--- src/rtl/output_stream_buffer.sv ---
// output_stream_buffer
//
// Purpose: takes finished output pixels from the convolution controller and
// re-emits them on a valid/ready stream toward the host. Each pixel is an
// accumulator value plus its x, y and channel tags. The controller cannot be
// stalled, so bursts are absorbed in a small circular FIFO. A result that
// arrives while the FIFO is full and nothing is being popped is dropped, and
// the sticky overflow flag is set. Popped outputs are counted, and done is
// raised once a full layer (W*H*OUT_CH outputs) has been delivered.
//
// Optional feature macro: OUTBUF_RELU_EN
//   When defined, negative input data (MSB set) is stored as zero, which
//   applies a ReLU. The tags are never modified.
//   When not defined, data is stored bit-exact.
//
// Ports:
//   clk                      rising-edge clock for all state
//   arst_in                  asynchronous reset, active-high
//   clear                    synchronous flush of FIFO, counter and flags
//   in_valid                 one-cycle strobe: a new result is present
//   in_data/in_x/in_y/in_ch  result value and tags
//   out_valid                head entry available
//   out_ready                consumer accepts the head entry
//   out_data/out_x/out_y/out_ch  head entry value and tags
//   level                    current occupancy, 0..FIFO_DEPTH
//   overflow                 sticky: at least one result was dropped
//   done                     sticky: the whole layer has been delivered
module output_stream_buffer #(
  parameter int DATA_WIDTH         = 32,
  parameter int COORD_WIDTH        = 32,
  parameter int FIFO_DEPTH         = 4,
  parameter int FEATURE_MAP_WIDTH  = 1024,
  parameter int FEATURE_MAP_HEIGHT = 1024,
  parameter int OUTPUT_NB_CHANNELS = 64
) (
  input  logic                            clk,
  input  logic                            arst_in,
  input  logic                            clear,
  input  logic                            in_valid,
  input  logic [DATA_WIDTH-1:0]           in_data,
  input  logic [COORD_WIDTH-1:0]          in_x,
  input  logic [COORD_WIDTH-1:0]          in_y,
  input  logic [COORD_WIDTH-1:0]          in_ch,
  output logic                            out_valid,
  input  logic                            out_ready,
  output logic [DATA_WIDTH-1:0]           out_data,
  output logic [COORD_WIDTH-1:0]          out_x,
  output logic [COORD_WIDTH-1:0]          out_y,
  output logic [COORD_WIDTH-1:0]          out_ch,
  output logic [$clog2(FIFO_DEPTH):0]     level,
  output logic                            overflow,
  output logic                            done
);

  localparam int AW = $clog2(FIFO_DEPTH);
  localparam int LW = AW + 1;
  localparam logic [31:0] TOTAL =
    32'(FEATURE_MAP_WIDTH * FEATURE_MAP_HEIGHT * OUTPUT_NB_CHANNELS);

  typedef enum logic [1:0] {EMPTY, PARTIAL, FULL} fill_t;

  logic [DATA_WIDTH-1:0]  mem_data [FIFO_DEPTH];
  logic [COORD_WIDTH-1:0] mem_x    [FIFO_DEPTH];
  logic [COORD_WIDTH-1:0] mem_y    [FIFO_DEPTH];
  logic [COORD_WIDTH-1:0] mem_ch   [FIFO_DEPTH];

  logic [AW-1:0]         wr_ptr;
  logic [AW-1:0]         rd_ptr;
  logic [31:0]           delivered;
  fill_t                 fill;
  logic                  push;
  logic                  pop;
  logic [DATA_WIDTH-1:0] store_data;

  // The fill state is a view of level and needs no storage of its own.
  always_comb begin
    fill = PARTIAL;
    if (level == '0)
      fill = EMPTY;
    else if (level == LW'(FIFO_DEPTH))
      fill = FULL;
  end

  // clear wins over both handshakes. A full FIFO still accepts a push when
  // the head leaves in the same cycle.
  assign out_valid = (fill != EMPTY);
  assign pop       = out_valid && out_ready && !clear;
  assign push      = in_valid && !clear && (fill != FULL || pop);

  always_comb begin
`ifdef OUTBUF_RELU_EN
    store_data = in_data[DATA_WIDTH-1] ? '0 : in_data;
`else
    store_data = in_data;
`endif
  end

  // Storage is not reset: only the pointers and level define what is valid.
  always_ff @(posedge clk) begin
    if (push) begin
      mem_data[wr_ptr] <= store_data;
      mem_x[wr_ptr]    <= in_x;
      mem_y[wr_ptr]    <= in_y;
      mem_ch[wr_ptr]   <= in_ch;
    end
  end

  always_ff @(posedge clk or posedge arst_in) begin
    if (arst_in) begin
      wr_ptr    <= '0;
      rd_ptr    <= '0;
      level     <= '0;
      overflow  <= 1'b0;
      done      <= 1'b0;
      delivered <= '0;
    end else if (clear) begin
      wr_ptr    <= '0;
      rd_ptr    <= '0;
      level     <= '0;
      overflow  <= 1'b0;
      done      <= 1'b0;
      delivered <= '0;
    end else begin
      if (push)
        wr_ptr <= wr_ptr + 1'b1;
      if (pop)
        rd_ptr <= rd_ptr + 1'b1;
      if (push && !pop)
        level <= level + 1'b1;
      else if (pop && !push)
        level <= level - 1'b1;
      if (in_valid && !push)
        overflow <= 1'b1;
      // The counter freezes once the layer is complete. Later pops still
      // drain the FIFO.
      if (pop && !done) begin
        delivered <= delivered + 32'd1;
        if (delivered + 32'd1 == TOTAL)
          done <= 1'b1;
      end
    end
  end

  // The head is read from registered storage and gated to zero while the
  // FIFO is empty. The outputs therefore read zero after reset, and nothing
  // from in_* or out_ready reaches them.
  always_comb begin
    out_data = '0;
    out_x    = '0;
    out_y    = '0;
    out_ch   = '0;
    if (out_valid) begin
      out_data = mem_data[rd_ptr];
      out_x    = mem_x[rd_ptr];
      out_y    = mem_y[rd_ptr];
      out_ch   = mem_ch[rd_ptr];
    end
  end

endmodule

--- config.mk ---
export PLATFORM = sky130hd
export DESIGN_NAME = output_stream_buffer
export DESIGN_NICKNAME = d
export VERILOG_FILES = /design/src/rtl/output_stream_buffer.sv
export SDC_FILE = /design/constraint.sdc
export NUM_CORES = 1
export LEC_CHECK = 0
export BUFFER_PORTS_ARGS = -buffer_cell sky130_fd_sc_hd__buf_2
export CORE_MARGIN = 1.5
export CORE_UTILIZATION = 45
export DETAILED_ROUTE_END_ITERATION = 16
export PLACE_DENSITY = 0.64
export SLEW_MARGIN = 20
export SYNTH_ARGS = -nofsm -noshare
export SYNTH_HDL_FRONTEND = slang
export SYNTH_SLANG_ARGS = --single-unit
export TNS_END_PERCENT = 100
--- constraint.sdc ---
create_clock -name clk -period 3.97 [get_ports clk]
set_input_delay 0.794 -clock clk [delete_from_list [all_inputs] [get_ports clk]]
set_output_delay 0.794 -clock clk [all_outputs]
set_load 0.01 [all_outputs]
==> impl_metrics.toml <==
[floorplan]
start_util = 0.459
die_h_um = 224
rows = 80
coreArea_um2 = 48000
die_w_um = 224
die-area_um2 = 50300
ios = 267

[worst_setup_path]
endpoint_kind = "output pin"
start_kind = "register"
arrival_ps = 2770
cp_max_fo = 130
crit_required_ps = 3180
critPathKind = "register to output pin"

[timing]
fin_ws_ps = 403
finalSetupTns_ps = 0
clock.fmax_ghz = 0.280
slew_viol_final = 0
setup_viol = 0
skew_ps = 13.5
whs_ps = 340
fin_crit_sh = 0.899
period_minus_slack_ps = 3570
rsz0062_at_grt = "false"
relSlewSlack = 0.334
tightest_slew_ps = 999
final-hold-violation-count = 0

[global_route]
grt_pass1_wl_mm = 69.7
grt_max_degree = 131
gr-usage-all-layers = 0.184
grt_overflow = 0
antenna_found_initial = 11
grt_pass1_vias = 11700

[clocking]
post_cts_buffers = 0
cts-resized-gates = 0
htreeDepth = 2
cts_tree = "built"
postCtsHoldBufs = 0
insertion_delay_ps = 600
clkSlewWorstSetupHoldPaths_ps = 60
cts_buffers = 56
cts-root-buf = "clkbuf_16"
numClockSinks = 553
clock_path_buffers = 3

[pwr]
powerDensity_nw_per_um2 = 615
internal_power_mw = 11.6
p_seq_frac = 0.425
p_leak_nw = 9.10
ir_drop_mv = 0.522
power.net_switching_mw = 4.49
p_clk_frac = 0.319
p_sw_frac = 0.279
p_comb_frac = 0.255

[routing]
drcViolationCount = 0
final_antenna_net_count = 0
first_pass_iters = 6
drt-initial-drc-count = 697
via_count = 11400
via_per_inst = 5.43
drt_wl_total_mm = 45.8
wl_per_cell_um = 21.9

[logic_synthesis]
synthXorXnorAreaFrac = 0.0147
synth_area_per_cell_um2 = 19.3
synth_cells = 1141
synth_mux_area_frac = 0.132
synth.distinct_cells = 59
yosysWarnings = 0
synth_seq_cells = 553
syn_nets = 1281
netlist_top_cells_area = "edfxtp_1, mux4_2, dfrtp_1"
synthAdderAreaFrac = 0.00431
synth-async-reset-ratio = 0.0741
synth_edf_count = 512
synth_top_area_frac = 0.698
synthesis.area_um2 = 22000
synth_top_family_by_area = "multiplexers"
synth_compound_area_frac = 0.0151
synthTopCellsByCount = "edfxtp_1, and2_1, mux4_2, nor2_1"
yosys.area_share.simple = 0.0750
synth_most_common_cell = "edfxtp_1"
ys.flop_type = "edfxtp_1"
synth_area_leader_cell = "edfxtp_1"
yosysSeqAreaShare = 0.744

[cells_and_area]
nets = 1573
drive_gt1_frac = 0.349
syn_to_final_growth_pct = 18.7

[job]
maxCapViolCount = 0

[placement]
gp_congestion = 0.775
port_buffers = 266
hpwl_mm = 27.9
place_worst_setup_slack_ps = 706

[outcome]
outcome = "finished, final reports clean"

[hold_path]
hold_class = "input pin to asynchronous set/reset pin"
logic make-up (layout without fill, tap and decap cells):
group                    after synthesis  in the layout
AO/OA/AOI/OAI                         46             46
XOR/XNOR                              37             37
adder cells (fa/ha/maj)                7              7
buffers and inverters                 77            414
flip-flops                           553            553
multiplexers                         130            130
other                                  0              3
AND/OR/NAND/NOR                      291            291
final timing paths:
| path | to | slack (ps) | from | depth (start not counted) |
|---|---|---|---|---|
| min reg2reg | overflow | 520 | overflow | 2 |
| max reg2reg | level[2] | 910 | level[2] | 10 |
| max in group asynchronous | rd_ptr[0] | 3200 | arst_in | 3 |
| max | out_x[11] | 400 | level[0] | 4 |
| min in group clk | mem_ch[2][17] | 410 | in_ch[17] | 1 |
| min | rd_ptr[1] | 340 | arst_in | 3 |
layer usage:
metal | GRT usage | share of wire
met2 | 0.301 | 0.49
met1 | 0.246 | 0.42
met3 | 0.0526 | 0.063
met4 | 0.0457 | 0.018
met5 | 0 | 0.0030
layout by cell type (no fill, tap or decap), types with 8 or more instances in the layout:
cell type	Yosys	routed
and2_1	135	131
and3_1	11	11
buf_12	0	16
buf_2	19	266
buf_4	0	20
clkbuf_1	41	19
clkbuf_16	0	58
clkinv_1	0	11
dfrtp_1	41	39
edfxtp_1	512	512
inv_1	9	9
mux4_2	128	128
nand2_1	24	23
nand3_1	17	17
nand4_1	9	9
nor2_1	52	52
nor3_1	12	12
o21ai_0	8	8
xnor2_1	15	15
xor2_1	22	22
metrics by stage:
step                      std cells  cell area (um2)   util  power, mW
after floorplan                1141            22000      -       9.46
after global placement         1990            24300  0.507       11.2
after detailed placement       1990            24300  0.507       11.2
after CTS                      2093            26200  0.544       16.4
after global routing           2094            26200  0.544       16.8
final                          2096            26200  0.544       16.1
critical path: stages (launching register included):
cell	delay [ps]
dfrtp_1	480
nor2_1	410
nand2_8	400
and2_1	440
buf_2	150
final cells by class:
| class | instances | area (um2) |
|---|---|---|
| Fill cell | 3757 | 21900 |
| Sequential cell | 553 | 16400 |
| Multi-Input combinational cell | 511 | 5330 |
| Timing Repair Buffer | 302 | 1800 |
| Clock buffer | 80 | 1560 |
| Tap cell | 615 | 769 |
| Clock inverter | 23 | 240 |
| Inverter | 9 | 33.8 |
| Antenna cell | 3 | 7.51 |
registers in the layout, summed over array words and instances, names as in the netlist:
| signal | cells |
|---|---|
| mem_ch | 128 |
| mem_data | 128 |
| mem_x | 128 |
| mem_y | 128 |
| delivered | 32 |
| level | 3 |
| rd_ptr | 2 |
| wr_ptr | 2 |
| done | 1 |
| overflow | 1 |
power by group through the flow:
| stage | clock network [mW] | logic, mW | registers (mW) |
|---|---|---|---|
| 2_1_floorplan | 0 | 2.60 | 6.86 |
| 3_5_place_dp | 0 | 4.20 | 6.97 |
| 6_report | 5.14 | 4.11 | 6.85 |
| 4_1_cts | 5.26 | 4.23 | 6.86 |
| 5_1_grt | 5.48 | 4.46 | 6.88 |
| 3_3_place_gp | 0 | 4.20 | 6.96 |
(Power assumes the default switching activity.)
